[config.mk]
export PLATFORM = sky130hd
export DESIGN_NAME = byte_stripping
export DESIGN_NICKNAME = d
export VERILOG_FILES = /design/src/rtl/byte_stripping.sv
export SDC_FILE = /design/constraint.sdc
export NUM_CORES = 1
export LEC_CHECK = 0
export ABC_CLOCK_PERIOD_IN_PS = 3090
export BUFFER_PORTS_ARGS = -buffer_cell sky130_fd_sc_hd__buf_4
export CORE_MARGIN = 8
export CORE_UTILIZATION = 58
export DETAILED_ROUTE_END_ITERATION = 7
export GPL_TIMING_DRIVEN = 0
export PLACE_DENSITY = 0.83
export SYNTH_ARGS = -nofsm -noshare
export SYNTH_HDL_FRONTEND = slang
export SYNTH_SLANG_ARGS = --single-unit
[constraint.sdc]
create_clock -name clk_2f -period 3.09 [get_ports clk_2f]
set_input_delay 0.618 -clock clk_2f [delete_from_list [all_inputs] [get_ports clk_2f]]
set_output_delay 0.618 -clock clk_2f [all_outputs]
set_load 0.02 [all_outputs]
[src/rtl/byte_stripping.sv]
// byte_stripping
//   Transmit-side lane splitter. Bytes arriving at the clk_2f rate are
//   dealt alternately to stripe 0 (even bytes) and stripe 1 (odd bytes).
//   A completed pair is presented on both stripes for one clk_f frame,
//   which is two clk_2f cycles. An odd trailing byte is flushed alone on
//   stripe 0.
//
// Ports
//   clk_2f          : single clock, all state changes on its rising edge
//   reset           : asynchronous, active-high reset
//   data_in         : input byte
//   valid_in        : data_in accepted on every edge where high (no backpressure)
//   data_stripe_0   : lane 0 byte (even bytes of the stream)
//   data_stripe_1   : lane 1 byte (odd bytes of the stream)
//   valid_stripe_0  : lane 0 byte valid for the current frame
//   valid_stripe_1  : lane 1 byte valid for the current frame
//   frame_phase     : free-running frame phase; stripes update only on
//                     edges where it is 1
//   lane_sel        : lane that receives the next accepted byte
//   frame_count     : frames emitted with at least one valid lane (wraps)
module byte_stripping #(
  parameter int COUNT_W = 8
) (
  input  logic               clk_2f,
  input  logic               reset,
  input  logic [7:0]         data_in,
  input  logic               valid_in,
  output logic [7:0]         data_stripe_0,
  output logic [7:0]         data_stripe_1,
  output logic               valid_stripe_0,
  output logic               valid_stripe_1,
  output logic               frame_phase,
  output logic               lane_sel,
  output logic [COUNT_W-1:0] frame_count
);

  logic       phase;
  logic       lane;
  logic [7:0] hold_0;
  logic [7:0] pair_0;
  logic [7:0] pair_1;
  logic       pair_full;

  // A byte arriving while lane 1 is selected completes a pair this edge.
  logic       pair_load;
  assign pair_load = valid_in && lane;

  always_ff @(posedge clk_2f or posedge reset) begin
    if (reset) begin
      phase          <= 1'b0;
      lane           <= 1'b0;
      hold_0         <= 8'h00;
      pair_0         <= 8'h00;
      pair_1         <= 8'h00;
      pair_full      <= 1'b0;
      data_stripe_0  <= 8'h00;
      data_stripe_1  <= 8'h00;
      valid_stripe_0 <= 1'b0;
      valid_stripe_1 <= 1'b0;
      frame_count    <= '0;
    end else begin
      phase <= ~phase;

      // Accept path: stage lane 0 byte, or complete the pair with lane 1.
      if (valid_in) begin
        if (!lane) begin
          hold_0 <= data_in;
          lane   <= 1'b1;
        end else begin
          pair_0    <= hold_0;
          pair_1    <= data_in;
          pair_full <= 1'b1;
          lane      <= 1'b0;
        end
      end

      // Emit path, only on strobe edges (phase=1 marks the frame boundary).
      if (phase) begin
        if (pair_full) begin
          data_stripe_0  <= pair_0;
          data_stripe_1  <= pair_1;
          valid_stripe_0 <= 1'b1;
          valid_stripe_1 <= 1'b1;
          frame_count    <= frame_count + 1'b1;
          // A pair loading on this same edge keeps the buffer occupied.
          if (!pair_load)
            pair_full <= 1'b0;
        end else if (lane && !valid_in) begin
          // Odd trailing byte: send it alone, stripe 1 data is left as is.
          data_stripe_0  <= hold_0;
          valid_stripe_0 <= 1'b1;
          valid_stripe_1 <= 1'b0;
          lane           <= 1'b0;
          frame_count    <= frame_count + 1'b1;
        end else begin
          valid_stripe_0 <= 1'b0;
          valid_stripe_1 <= 1'b0;
        end
      end
    end
  end

  assign frame_phase = phase;
  assign lane_sel    = lane;

endmodule
Word-level counts from Yosys, hierarchy flattened
Cells that the tools add are included.

storage, ports and cells
  register bits after elaboration = 53
  latch bits = 0
  RAM bits = 0
  memory bits (read-only) = 0
  input port bits = 11
  output and inout port bits = 28
  memories = 0

cells by class
  $add $sub $neg = 1
  multipliers = 0
  div/mod/pow operators = 0
  order comparisons = 0
  equal/unequal tests = 0
  shift operators = 0
  muxes and demuxes = 17
  bitwise operators = 2
  reduce and logical (&&, ||, !) cells = 8

operators by type and width
  kind                                          number
  two-way mux 8 bit                             4
  two-way mux 1 bit                             13
  adder 8 x 1 -> 8 bit (second input constant)  1
  AND reduction 2 bit                           4
  logical AND 1 bit                             2
  inverter 1 bit                                2
  nonzero test 2 bit                            1
  logical NOT 1 bit                             1

Longest topological paths before layout
Gate-level depths: netlist of the first run.

  word-level depth = 5
  mapped depth = 6
  gate-level depth less buffers = 5

Worst setup path before layout of the first run
OpenSTA, ideal clock, no wires.

  path type = input port to flip-flop
  from = input valid_in
  to = register pair_1[0]
  data arrival time = 1,462 ps
  data required time = 2,965 ps
  path slack = 1,503 ps
  stages = 4
  cell sequence = ha_1 -> buf_2 -> buf_2 -> mux2_2

between the ends
  cells in the longest elaborated chain, start to end = 1

ends and longest elaborated chain
  item                                  line  RTL
  start: declaration                    27    input logic valid_in,
  AND reduction 2 bit (no source line)  -
  end signal: assignment                71    pair_1 <= data_in;
  end: declaration                      41    logic [7:0] pair_1;

No other way between the ends.
A chain may end at the register's enable or synchronous reset.

Final worst setup path of the first run
  from = register lane, in the netlist lane_sel
  to = register pair_1[3]

between the ends
  cells in the longest elaborated chain, start to end = 1

ends and longest elaborated chain
  item                                  line  RTL
  start: declaration                    38    logic lane;
  start signal: assignment              51    lane <= 1'b0;
  start signal: assignment              68    lane <= 1'b1;
  start signal: assignment              73    lane <= 1'b0;
  AND reduction 2 bit (no source line)  -

No other way between the ends.

==> impl_metrics.yaml, run 1 <==
run_status:
  status: "completed"
route:
  drc: 0
  detail_route.vias_per_cell: 5.411
  vias: 1342
  totalWireLength_mm: 4.114
  drt_iter0_markers: 49
  dr.pass1.iters: 4
  wire_per_inst_um: 16.59
  ant_nets: 0
power_and_ir_drop:
  powerDensity_mw_per_mm2: 1050
  vdd_drop_max_uv: 628.3
  static-leakage-power_nw: 1.239
  total_power_mw: 2.731
final_layout:
  syn2layout_area_growth_pct: 20.32
  fin_cells: 248
  n_antenna_cell: 0
  nFillCells: 260
  final_core_util_pct: 71.56
  nets: 216
  layout-drive-gt1-share_pct: 44.50
worst_setup_path:
  r2r_slack_ns: 1.48
  start_kind: "flip-flop"
  reg2reg_from: "lane_sel$_DFF_PP0_"
  required_ns: 3.27
  r2r-end: "pair_1[3]$_DFFE_PP0P_"
  ff2ff_path_depth: 4
  critical_path_class: "flip-flop to flip-flop"
  crit_arrival_ns: 1.79
  worstPathMaxFanout: 10
  end_kind: "flip-flop"
sta:
  slew_headroom_pct: 76.50
  skew_ns: 0.007896
  fin_crit_ns: 1.609
  post-route-period-util_pct: 52.06
  final.setup.worst_slack_ns: 1.481
  worst_pin_slew_ns: 0.3520
  hold_violations: 0
  drv_slew: 0
  setup_viol: 0
  setup_tns_ns: 0
  rsz0062_at_grt: "false"
  clock.fmax_mhz: 621.6
floorplan:
  die_x_um: 77.04
  die_area_sq_mm: 0.005934
  dieHeight_um: 77.04
  coreArea_sq_mm: 0.003633
  initial_core_util_pct: 59.47
  rows: 22
  io_pins: 39
global_route:
  top_usage_layer: "met2"
  grt_pass1_wl_mm: 7.086
  grt_pass1_vias: 1465
  use_met1_pct: 16.11
  grt_max_degree: 40
  overflow: 0
  use_met3_pct: 6.061
  antenna_found_initial: 0
  grt_usage_pct: 15.17
  use_met2_pct: 26.00
clocking:
  cts_made_buffers: 5
  cts_tree: "done"
  insertion_delay_ns: 0.30
  post-cts-setup-buffers: 0
  postCtsResizedCells: 0
  holdBufCountCts: 0
  cts_max_path_buffers: 2
  root_buffer: "clkbuf_8"
  htreeDepth: 2
  clock-sinks: 53
  path_clk_slew_ns: 0.08
worst_hold_path:
  hp-class: "input pin to async pin"
job:
  drv_cap: 0
synth:
  ys_ff_latch: 53
  yosysWarnings: 0
  yosysTopAreaCell: "dfrtp_1"
  synth_area_per_cell_sq_um: 13.94
  syn_nets: 170
  ys_top_cells_by_area: "dfrtp_1 61%, mux2_2 17%, mux2i_1 3.7%, ha_1 2.3%, o21ai_0 2.3%"
  syn_area_sq_mm: 0.002161
  ys_types: 26
  seq_area_frac_synth_pct: 61.38
  syn_inst: 155
  synth_top_area_share_pct: 61.38
placed_design:
  gp_congestion: 0.7225
  portBuffers: 38
  hpwl_mm: 3.052
  dp_cells: 242
  dpl_worst_slack_ns: 1.182
==> report_power, final <==
| part | switching [mW] | internal (mW) |
|---|---|---|
| Sequential | 0.210 | 1.01 |
| Combinational | 0.587 | 0.576 |
| Clock | 0.197 | 0.149 |
| Total | 0.994 | 1.74 |
==> through the flow <==
stage | hold WS (ns) | cell area [sq um]
after floorplan | 0.4766 | 2161
after global placement | 0.4601 | 2506
after detailed placement | 0.4736 | 2526
after CTS | 0.2903 | 2600
after global routing | 0.2970 | 2600
final | 0.2815 | 2600
==> worst max-delay path by stage <==
stage                            start                           end  slack (ns)  depth (start not counted)
finish              lane_sel$_DFF_PP0_         pair_1[3]$_DFFE_PP0P_        1.48                          4
global route        lane_sel$_DFF_PP0_         pair_1[6]$_DFFE_PP0P_        1.43                          4
CTS                 lane_sel$_DFF_PP0_         pair_1[3]$_DFFE_PP0P_        1.49                          4
detailed placement            valid_in         pair_1[3]$_DFFE_PP0P_        1.18                          5
global placement                 reset  data_stripe_1[2]$_DFFE_PP0P_        0.65                          2
floorplan                        reset  data_stripe_0[0]$_DFFE_PP0P_        1.19                          1
==> cells in the mapped netlist (all sizes together) <==
cell type,number
dfrtp,53
mux2,32
nand2,14
o21ai,11
mux2i,8
buf,7
inv,5
ha,4
xnor2,4
nand4,3
xor2,3
nor3,2
a211oi,1
a21o,1
a21oi,1
and3,1
nand3,1
nor2,1
nor2b,1
o21a,1
o31ai,1
==> sequential cells by signal, summed over array words and instances (netlist names) <==
name and count:
pair_0 8, data_stripe_0 8, hold_0 8, data_stripe_1 8, valid_stripe_0 1, frame_phase 1
lane_sel 1, valid_stripe_1 1, pair_full 1, pair_1 8, frame_count 8
==> logic make-up (layout without fill, tap and decap cells) <==
kind of cell               count (synthesis)  count (layout)  share of synthesized area, %
adders and majority gates                  4               4                         2.316
and+or+nand+nor                           23              23                         5.617
buffers and inverters                     12              57                         3.127
muxes                                     40              40                         20.38
xor gates and xnor gates                   7               7                         2.837
DFF                                       53              53                         61.38
AOI/OAI and AO/OA                         16              16                         4.343
==> worst max-delay path: stages (launching register included) <==
cell     delay [ns]
dfrtp_1        0.40
ha_1           0.18
buf_2          0.22
buf_2          0.32
mux2_2         0.37
==> cell type report <==
| cell class | count | area [sq um] | share of cell area, % |
|---|---|---|---|
| flip-flops and latches | 53 | 1326 | 51.01 |
| multi-input cells | 90 | 767.0 | 29.50 |
| repair buffers | 39 | 305.3 | 11.74 |
| clock buffers | 5 | 68.82 | 2.647 |
| well taps | 48 | 60.06 | 2.310 |
| plain buffers | 7 | 48.80 | 1.877 |
| inverters | 5 | 18.77 | 0.7218 |
| clock inverters | 1 | 5.005 | 0.1925 |
==> cells in the final DEF, fill, tap and decap left out <==
| master | n |
|---|---|
| buf_2 | 3 |
| a211oi_1 | 1 |
| dfrtp_1 | 53 |
| inv_2 | 1 |
| mux2_2 | 32 |
| inv_1 | 4 |
| nand2_1 | 13 |
| o21ai_2 | 1 |
| clkbuf_8 | 5 |
| mux2i_1 | 8 |
| o21a_1 | 1 |
| o21ai_0 | 10 |
| nor2_1 | 1 |
| a21o_1 | 1 |
| o31ai_1 | 1 |
| clkinv_2 | 1 |
| nand4_1 | 3 |
| buf_4 | 41 |
| nor3_1 | 1 |
| buf_12 | 1 |
| buf_6 | 1 |
| xor2_1 | 3 |
| a21oi_1 | 1 |
| nor3_4 | 1 |
| nor2b_1 | 1 |
| nand3_2 | 1 |
| and3_1 | 1 |
| nand2_2 | 1 |
| ha_1 | 4 |
| xnor2_1 | 4 |
==> per-layer routing <==
layer / wire length, um / share of wire [%]
met4: 53 / 1.3
met2: 2169 / 53
met3: 246 / 6.0
met5: 0 / 0
met1: 1645 / 40
Power figures use the tool's default switching activity.
==> run 2: changes to the inputs <==
==> config.mk (replaced) <==
export PLATFORM = sky130hd
export DESIGN_NAME = byte_stripping
export DESIGN_NICKNAME = d
export VERILOG_FILES = /design/src/rtl/byte_stripping.sv
export SDC_FILE = /design/constraint.sdc
export NUM_CORES = 1
export LEC_CHECK = 0
export ABC_CLOCK_PERIOD_IN_PS = 1400
export BUFFER_PORTS_ARGS = -buffer_cell sky130_fd_sc_hd__buf_4
export CORE_MARGIN = 8
export CORE_UTILIZATION = 49
export DETAILED_ROUTE_END_ITERATION = 7
export GPL_TIMING_DRIVEN = 0
export PLACE_DENSITY = 0.74
export SYNTH_ARGS = -nofsm -noshare
export SYNTH_HDL_FRONTEND = slang
export SYNTH_SLANG_ARGS = --single-unit
==> constraint.sdc (replaced) <==
create_clock -name clk_2f -period 1.4 [get_ports clk_2f]
set_input_delay 0.28 -clock clk_2f [delete_from_list [all_inputs] [get_ports clk_2f]]
set_output_delay 0.28 -clock clk_2f [all_outputs]
set_load 0.02 [all_outputs]
==> run 2 against run 1 <==
Against the previous run: register-to-register slack got worse by 1.4 ns; routed wire length increased by 6.1%; cell area increased by 1.7%; largest cell class unchanged; combinational power increased by 130%; clock power increased by 140%; fmax increased by 20%; via count increased by 0.15%; critical path depth unchanged; non-clock buffer count unchanged.
==> impl_metrics.yaml, run 2 (synthesis results as in run 1) <==
sta:
  slew_headroom_pct: 26.78
  skew_ns: 0.01058
  post-route-period-util_pct: 96.08
  drv_slew: 0
  clock.fmax_mhz: 743.4
  hold_violations: 0
  hold_slack_ns: 0.2121
  rsz0062_at_grt: "false"
  fin_crit_ns: 1.345
  final.setup.worst_slack_ns: 0.05485
  setup_tns_ns: 0
  worst_pin_slew_ns: 1.096
  setup_viol: 0
clocking:
  insertion_delay_ns: 0.30
  root_buffer: "clkbuf_8"
  cts_made_buffers: 5
  htreeDepth: 2
  path_clk_slew_ns: 0.09
  cts_max_path_buffers: 2
  clock-sinks: 53
  holdBufCountCts: 0
  post-cts-setup-buffers: 0
  cts_tree: "done"
final_layout:
  nets: 216
  mostFrequentLayoutCell: "dfrtp_1"
  fin_area_sq_mm: 0.002644
  nFillCells: 361
  final_core_util_pct: 61.57
  multi_input_area_sq_um: 777.0
  seqCellArea_sq_mm: 0.001328
  final_cell_mix: "52 x dfrtp_1, 40 x buf_4, 32 x mux2_2"
  layout-drive-gt1-share_pct: 45.27
  syn2layout_area_growth_pct: 22.35
  n_antenna_cell: 0
power_and_ir_drop:
  static-leakage-power_nw: 1.239
  powerDensity_mw_per_mm2: 2342
  vdd_drop_max_uv: 1056
global_route:
  grt_usage_pct: 14.53
  antenna_found_initial: 0
  overflow: 0
  grt_max_degree: 54
  grt_pass1_vias: 1490
  grt_pass1_wl_mm: 7.376
floorplan:
  dieHeight_um: 82.41
  io_pins: 39
  die_area_sq_mm: 0.006791
  die_x_um: 82.41
  initial_core_util_pct: 50.32
  rows: 24
  coreArea_sq_mm: 0.004294
route:
  drc: 0
  wire_per_inst_um: 17.26
  ant_nets: 0
  detail_route.vias_per_cell: 5.312
  vias: 1344
  drt_iter0_markers: 55
  dr.pass1.iters: 4
  totalWireLength_mm: 4.367
job:
  drv_cap: 0
worst_setup_path:
  crit_arrival_ns: 1.53
  critical_path_class: "flip-flop to flip-flop"
  crit_family: "flip-flops"
  slowest_stage: "dfrtp_2"
  max_stage_delay_ns: 0.40
  timing.critical_path.cells: "ha_1 > buf_6 > buf_8 > mux2_2"
  worstPathMaxFanout: 10
  timing.critical_path.buf_inv: 2
  start_kind: "flip-flop"
  required_ns: 1.58
  end_kind: "flip-flop"
run_status:
  status: "completed"
placed_design:
  dpl_worst_slack_ns: -0.1032
  portBuffers: 38
  hpwl_mm: 3.087
  placed_cell_area_sq_mm: 0.002519
  gp_congestion: 0.7133
worst_hold_path:
  hp-class: "input pin to flip-flop"
[run 2: power by group]
part           switching, mW  internal, mW
clock                  0.451         0.393
combinational           1.33          1.33
sequential             0.454          2.23
[run 2: final cells by class]
| type | count | share of cell area, % |
|---|---|---|
| clock buffer | 7 | 3.265 |
| sequential | 53 | 50.21 |
| multi-input combinational | 90 | 29.39 |
| tap | 52 | 2.461 |
| inverter | 5 | 0.8519 |
| timing repair buffer | 39 | 10.98 |
| buffer | 7 | 2.840 |
[run 2: path summary, 6_finish.rpt]
kind | start | to | slack (ns) | depth (start not counted)
min in group asynchronous | reset | valid_stripe_0$_DFFE_PP0P_ | 0.22 | 2
setup / recovery | lane_sel$_DFF_PP0_ | pair_1[0]$_DFFE_PP0P_ | 0.05 | 4
hold / removal | data_in[0] | hold_0[0]$_DFFE_PP0P_ | 0.21 | 2
hold reg to reg | frame_count[7]$_DFFE_PP0P_ | frame_count[7]$_DFFE_PP0P_ | 0.48 | 1
max in group asynchronous | reset | lane_sel$_DFF_PP0_ | 0.52 | 2
setup reg to reg | lane_sel$_DFF_PP0_ | pair_1[0]$_DFFE_PP0P_ | 0.05 | 4
[run 2: layer usage]
metal	GRT usage [%]	vias up	share of wire (%)
met1	16.60	680	41
met5	0	-	0
met3	4.545	9	6.8
met2	24.04	35	50
met4	7.368	0	2.0
li1	-	620	-
[run 2: worst register-to-register path, delay by kind of cell (launching register included)]
family / cells / cell delay [ns]
DFF: 1 / 0.40
muxes: 1 / 0.34
buffers and inverters: 2 / 0.31
adders and majority gates: 1 / 0.17
[run 2: metrics by stage]
stage	instances	power (mW)
floorplan	155	4.332
global placement	245	5.183
detailed placement	245	5.344
CTS	252	6.207
global route	253	6.626
finish	253	6.192
[run 2: what timing repair did]
action | in CTS | in global routing
gates cloned | 0 | 1
pin swaps | 0 | 2
endpoints found under the setup margin | 11 | 25
gates resized for setup | 3 | 6
